[config.mk]
export PLATFORM = sky130hd
export DESIGN_NAME = animator_fade
export DESIGN_NICKNAME = d
export VERILOG_FILES = /design/src/rtl/animator_fade.sv
export SDC_FILE = /design/constraint.sdc
export NUM_CORES = 1
export LEC_CHECK = 0
export CAP_MARGIN = 20
export CELL_PAD_IN_SITES_DETAIL_PLACEMENT = 1
export CELL_PAD_IN_SITES_GLOBAL_PLACEMENT = 1
export CORE_MARGIN = 1
export CORE_UTILIZATION = 40
export CTS_CLUSTER_SIZE = 14
export DETAILED_ROUTE_END_ITERATION = 10
export PLACE_DENSITY_LB_ADDON = 0.1
export SLEW_MARGIN = 20
export SYNTH_ARGS = -nofsm -noshare
export SYNTH_HDL_FRONTEND = slang
export SYNTH_SLANG_ARGS = --single-unit
[constraint.sdc]
create_clock -name i_clk -period 14.1 [get_ports i_clk]
set_input_delay 2.82 -clock i_clk [delete_from_list [all_inputs] [get_ports i_clk]]
set_output_delay 2.82 -clock i_clk [all_outputs]
set_load 0.01 [all_outputs]
[src/rtl/animator_fade.sv]
// Per-frame fade engine: sweeps every channel, reads target and current values,
// moves current toward target by the latched mode/step/shift and writes it back.
module animator_fade #(
    parameter int c_ledboards = 30,
    parameter int c_channels  = c_ledboards * 32,
    parameter int c_addr_w    = $clog2(c_channels),
    parameter int c_bpc       = 12,
    parameter int c_rd_lat    = 1,
    parameter int c_shift_w   = 4
) (
    input  logic                 i_clk,
    input  logic                 i_rst,
    input  logic                 i_drq,
    input  logic [1:0]           i_mode,
    input  logic [c_bpc-1:0]     i_step,
    input  logic [c_shift_w-1:0] i_shift,
    input  logic [c_bpc-1:0]     i_target_data,
    input  logic [c_bpc-1:0]     i_current_data,
    output logic [c_addr_w-1:0]  o_addr,
    output logic                 o_current_wen,
    output logic [c_bpc-1:0]     o_current_data,
    output logic                 o_busy,
    output logic                 o_done,
    output logic                 o_overrun
);

    // state   | meaning
    // S_IDLE  | wait for i_drq, o_addr holds last address
    // S_READ  | o_addr presented, wait c_rd_lat cycles for buffer data
    // S_CALC  | read data valid, compute next value into the write register
    // S_WRITE | write pulse to current buffer, advance or finish
    typedef enum logic [1:0] {S_IDLE, S_READ, S_CALC, S_WRITE} state_t;

    localparam int c_lat_w = (c_rd_lat > 1) ? $clog2(c_rd_lat) : 1;
    localparam logic [c_lat_w-1:0] c_lat_load = c_lat_w'(c_rd_lat - 1);

    state_t               state, state_nxt;
    logic [c_lat_w-1:0]   lat_cnt;
    logic [1:0]           mode_q;
    logic [c_bpc-1:0]     step_q;
    logic [c_shift_w-1:0] shift_q;
    logic                 lat_tc, last_ch;

    logic [c_bpc:0]       diff;
    logic                 up;
    logic [c_bpc-1:0]     mag, exp_d, delta, next_val;

    assign lat_tc  = (lat_cnt == '0);
    assign last_ch = (o_addr == c_addr_w'(c_channels - 1));

    always_ff @(posedge i_clk) begin
        if (i_rst) state <= S_IDLE;
        else       state <= state_nxt;
    end

    always_comb begin
        state_nxt = state;
        case (state)
            S_IDLE:  if (i_drq) state_nxt = S_READ;
            S_READ:  if (lat_tc) state_nxt = S_CALC;
            S_CALC:  state_nxt = S_WRITE;
            S_WRITE: state_nxt = last_ch ? S_IDLE : S_READ;
            default: state_nxt = S_IDLE;
        endcase
    end

    // delta never exceeds |diff|, so next stays between current and target
    always_comb begin
        delta = '0;
        diff  = {1'b0, i_target_data} - {1'b0, i_current_data};
        up    = ~diff[c_bpc];
        mag   = diff[c_bpc] ? (i_current_data - i_target_data) : diff[c_bpc-1:0];
        exp_d = mag >> shift_q;
        if (exp_d == '0 && mag != '0) exp_d = c_bpc'(1);
        case (mode_q)
            2'd0:    delta = (step_q < mag) ? step_q : mag;
            2'd1:    delta = mag;
            2'd2:    delta = exp_d;
            default: delta = '0;
        endcase
        next_val = up ? (i_current_data + delta) : (i_current_data - delta);
    end

    always_ff @(posedge i_clk) begin
        if (i_rst) begin
            o_addr         <= '0;
            o_current_wen  <= 1'b0;
            o_current_data <= '0;
            o_busy         <= 1'b0;
            o_done         <= 1'b0;
            o_overrun      <= 1'b0;
            lat_cnt        <= '0;
            mode_q         <= '0;
            step_q         <= '0;
            shift_q        <= '0;
        end else begin
            o_current_wen <= 1'b0;
            o_done        <= 1'b0;
            o_overrun     <= i_drq & o_busy;
            case (state)
                S_IDLE: begin
                    if (i_drq) begin
                        mode_q  <= i_mode;
                        step_q  <= i_step;
                        shift_q <= i_shift;
                        o_addr  <= '0;
                        lat_cnt <= c_lat_load;
                        o_busy  <= 1'b1;
                    end
                end
                S_READ: begin
                    if (!lat_tc) lat_cnt <= lat_cnt - 1'b1;
                end
                S_CALC: begin
                    o_current_data <= next_val;
                    o_current_wen  <= 1'b1;
                end
                S_WRITE: begin
                    if (last_ch) begin
                        o_done <= 1'b1;
                        o_busy <= 1'b0;
                    end else begin
                        o_addr  <= o_addr + 1'b1;
                        lat_cnt <= c_lat_load;
                    end
                end
                default: ;
            endcase
        end
    end

endmodule

==> insert_results.sql <==
INSERT INTO impl_metrics (metric_group, metric, value, unit) VALUES
('power', 'post-layout-total-power', '912', 'uW'),
('logic_synthesis', 'postSynthRegisterBits', '46', ''),
('logic_synthesis', 'ys.flop_type', 'sky130_fd_sc_hd__dfxtp_1', ''),
('sta', 'setup_repair_after_global_routing_missed_its_margin', 'no', ''),
('logic_synthesis', 'post_synth.cell_area_avg', '7.59', 'um2'),
('logic_synthesis', 'number_of_flops_mapped_to_enable_cells_by_yosys', '0', ''),
('logic_synthesis', 'yosys_warnings', '0', ''),
('clock_tree', 'numClockSinks', '46', ''),
('clock_tree', 'cts_setup_buffers', '0', ''),
('clock_tree', 'cts_resized', '0', ''),
('run_status', 'result_of_the_run', 'finished clean', ''),
('routing', 'detail_route.drc_violations', '0', ''),
('layout', 'layout.nets', '805', ''),
('layout', 'fillerInstances', '1504', ''),
('setup_path', 'timing.critical_path.to', 'o_current_data[11]', ''),
('clock_tree', 'tritoncts.num_buffers', '5', ''),
('sta', 'period_needed', '11.70', 'ns'),
('logic_synthesis', 'syn-num-nets', '750', ''),
('clock_tree', 'clock_insertion_delay_worst_skew', '0.29', 'ns'),
('clock_tree', 'clkTransAtPathRegs', '0.06', 'ns'),
('layout', 'layout.cells.non_filler', '879', ''),
('worst_hold_path', 'hold_path_class', 'flop to flop', ''),
('floorplan', 'die_width', '113', 'um'),
('routing', 'wirelength', '16600', 'um'),
('logic_synthesis', 'async_flop_share', '0', ''),
('grt', 'antenna_found_initial', '0', ''),
('clock_tree', 'post_cts_hold_buffer_count', '0', ''),
('grt', 'gr-total-overflow', '0', ''),
('power', 'worst_ir_drop_vdd', '0.0000836', 'V'),
('routing', 'antenna_left', '0', ''),
('floorplan', 'die_area', '0.0129', 'mm2'),
('layout', 'layout-drive-gt1-share', '0.0830', ''),
('layout', 'regArea', '921', 'um2'),
('layout', 'multiInputGateArea', '0.00372', 'mm2'),
('place', 'port_buffers', '70', ''),
('setup_path', 'crit_start', 'i_current_data[1]', ''),
('place', 'numPlacedInstances', '871', ''),
('setup_path', 'timing.critical_path.required', '14.32', 'ns'),
('routing', 'drt-pass1-iter-count', '5', ''),
('logic_synthesis', 'synthesis.instances', '655', ''),
('floorplan', 'initial_utilization', '0.412', ''),
('layout', 'num_antenna_cells', '0', ''),
('setup_path', 'rr_worst_depth', '27', ''),
('routing', 'initialDrtViolationCount', '307', ''),
('place', 'place_congestion', '0.899', ''),
('routing', 'vias_per_cell', '5.79', ''),
('layout', 'area_growth_syn_to_layout', '19.8', '%'),
('routing', 'wl_per_cell', '18.9', 'um'),
('sta', 'timing.clock.skew', '0.00297', 'ns'),
('floorplan', 'number_of_standard_cell_rows_in_the_floorplan', '40', ''),
('logic_synthesis', 'yosys-top-cells-area', 'sky130_fd_sc_hd__dfxtp_1, sky130_fd_sc_hd__ha_1, sky130_fd_sc_hd__nand2_1', ''),
('logic_synthesis', 'post_synth_instance_area', '0.00497', 'mm2'),
('sta', 'slew_headroom', '0.373', ''),
('setup_path', 'max_stage_delay', '0.73', 'ns'),
('sta', 'setup-tns-final', '0', 'ns'),
('setup_path', 'crit-reg2reg-launch', 'step_q[5]', ''),
('floorplan', 'io-pin-count', '71', ''),
('layout', 'layout.cells.most_common', 'sky130_fd_sc_hd__nand2_1', ''),
('sta', 'timing.final.setup_violations', '0', ''),
('sta', 'clock.fmax', '85.5', 'MHz'),
('grt', 'first_global_vias', '5253', ''),
('logic_synthesis', 'synth.yosys.seq_area_share', '0.185', ''),
('clock_tree', 'clock_root_buffer', 'sky130_fd_sc_hd__clkbuf_16', ''),
('power', 'power.density_cell_area', '153', 'mW/mm2'),
('floorplan', 'core_area', '0.0121', 'mm2'),
('sta', 'timing_hold_violations_final', '0', ''),
('sta', 'final-max-slew-violation-count', '0', ''),
('setup_path', 'critical_path_class', 'input port to flop', ''),
('setup_path', 'register_to_register_setup_slack', '7.57', 'ns'),
('sta', 'finalCritPeriodShare', '0.830', ''),
('sta', 'tightestPinTransition', '0.939', 'ns');
## report_power, final
group | switching, mW | internal [mW]
Sequential | 0.0333 | 0.154
Combinational | 0.350 | 0.255
Clock | 0.0490 | 0.0702
## kinds of logic (layout without fill, tap and decap cells)
logic type / count (synthesis) / count (layout) / share of synthesized area
multiplexers: 22 / 22 / 0.0644
buffers and inverters: 84 / 140 / 0.0662
adder cells (fa/ha/maj): 50 / 50 / 0.130
AO/OA/AOI/OAI: 197 / 197 / 0.283
AND/OR/NAND/NOR: 224 / 224 / 0.212
flip-flops: 46 / 46 / 0.185
XOR/XNOR: 32 / 32 / 0.0579
## worst max-delay path: cells and delay by family
kind	cells	cell delay (ns)
xor gates and xnor gates	3	1.16
buffers and inverters	4	1.09
AOI/OAI and AO/OA	17	3.46
and+or+nand+nor	8	1.91
adders and majority gates	4	1.45
## per-stage QoR
step,setup slack [ns],cell area [um2]
6_report,2.40,5950
5_1_grt,1.77,5950
4_1_cts,2.54,5950
3_5_place_dp,2.31,5800
3_3_place_gp,2.67,5800
2_1_floorplan,4.19,4970
## state kept, by name (all words and copies together) (netlist names)
name            count
o_overrun           1
o_current_data     12
state               2
o_addr             10
step_q             12
o_done              1
shift_q             4
o_current_wen       1
mode_q              2
o_busy              1
## cell usage after synthesis, drive strengths merged (12+ instances only)
cell	count
clkbuf	16
xor2	12
o21ai	31
mux2i	15
dfxtp	46
a21oi	63
inv	57
nand3	13
nor2	62
nand2	78
a21o	12
ha	47
xnor2	20
## worst min-delay path by stage
stage                          from        end  slack [ns]  cells after the start
after detailed placement     o_busy  o_overrun        0.46                      2
final                        o_busy  o_overrun        0.46                      2
after CTS                    o_busy  o_overrun        0.47                      2
after floorplan           step_q[0]  step_q[0]        0.45                      2
after global routing         o_busy  o_overrun        0.50                      2
after global placement       o_busy  o_overrun        0.45                      2
## area by class of cell
cell class	count	share of cell area
clock buffers	6	0.0233
clock inverters	2	0.00210
inverters	57	0.0359
multi-input cells	525	0.625
flip-flops and latches	46	0.155
well taps	168	0.0353
repair buffers	75	0.124
## layer usage
layer / track usage / wire [um] / up-vias
li1: - / - / 2460
met1: 0.343 / 7490 / 2469
met2: 0.459 / 7970 / 140
met3: 0.0335 / 818 / 23
met4: 0.0711 / 301 / 0
met5: 0 / 0 / -
No activity file was read; power rests on OpenSTA's default activity.
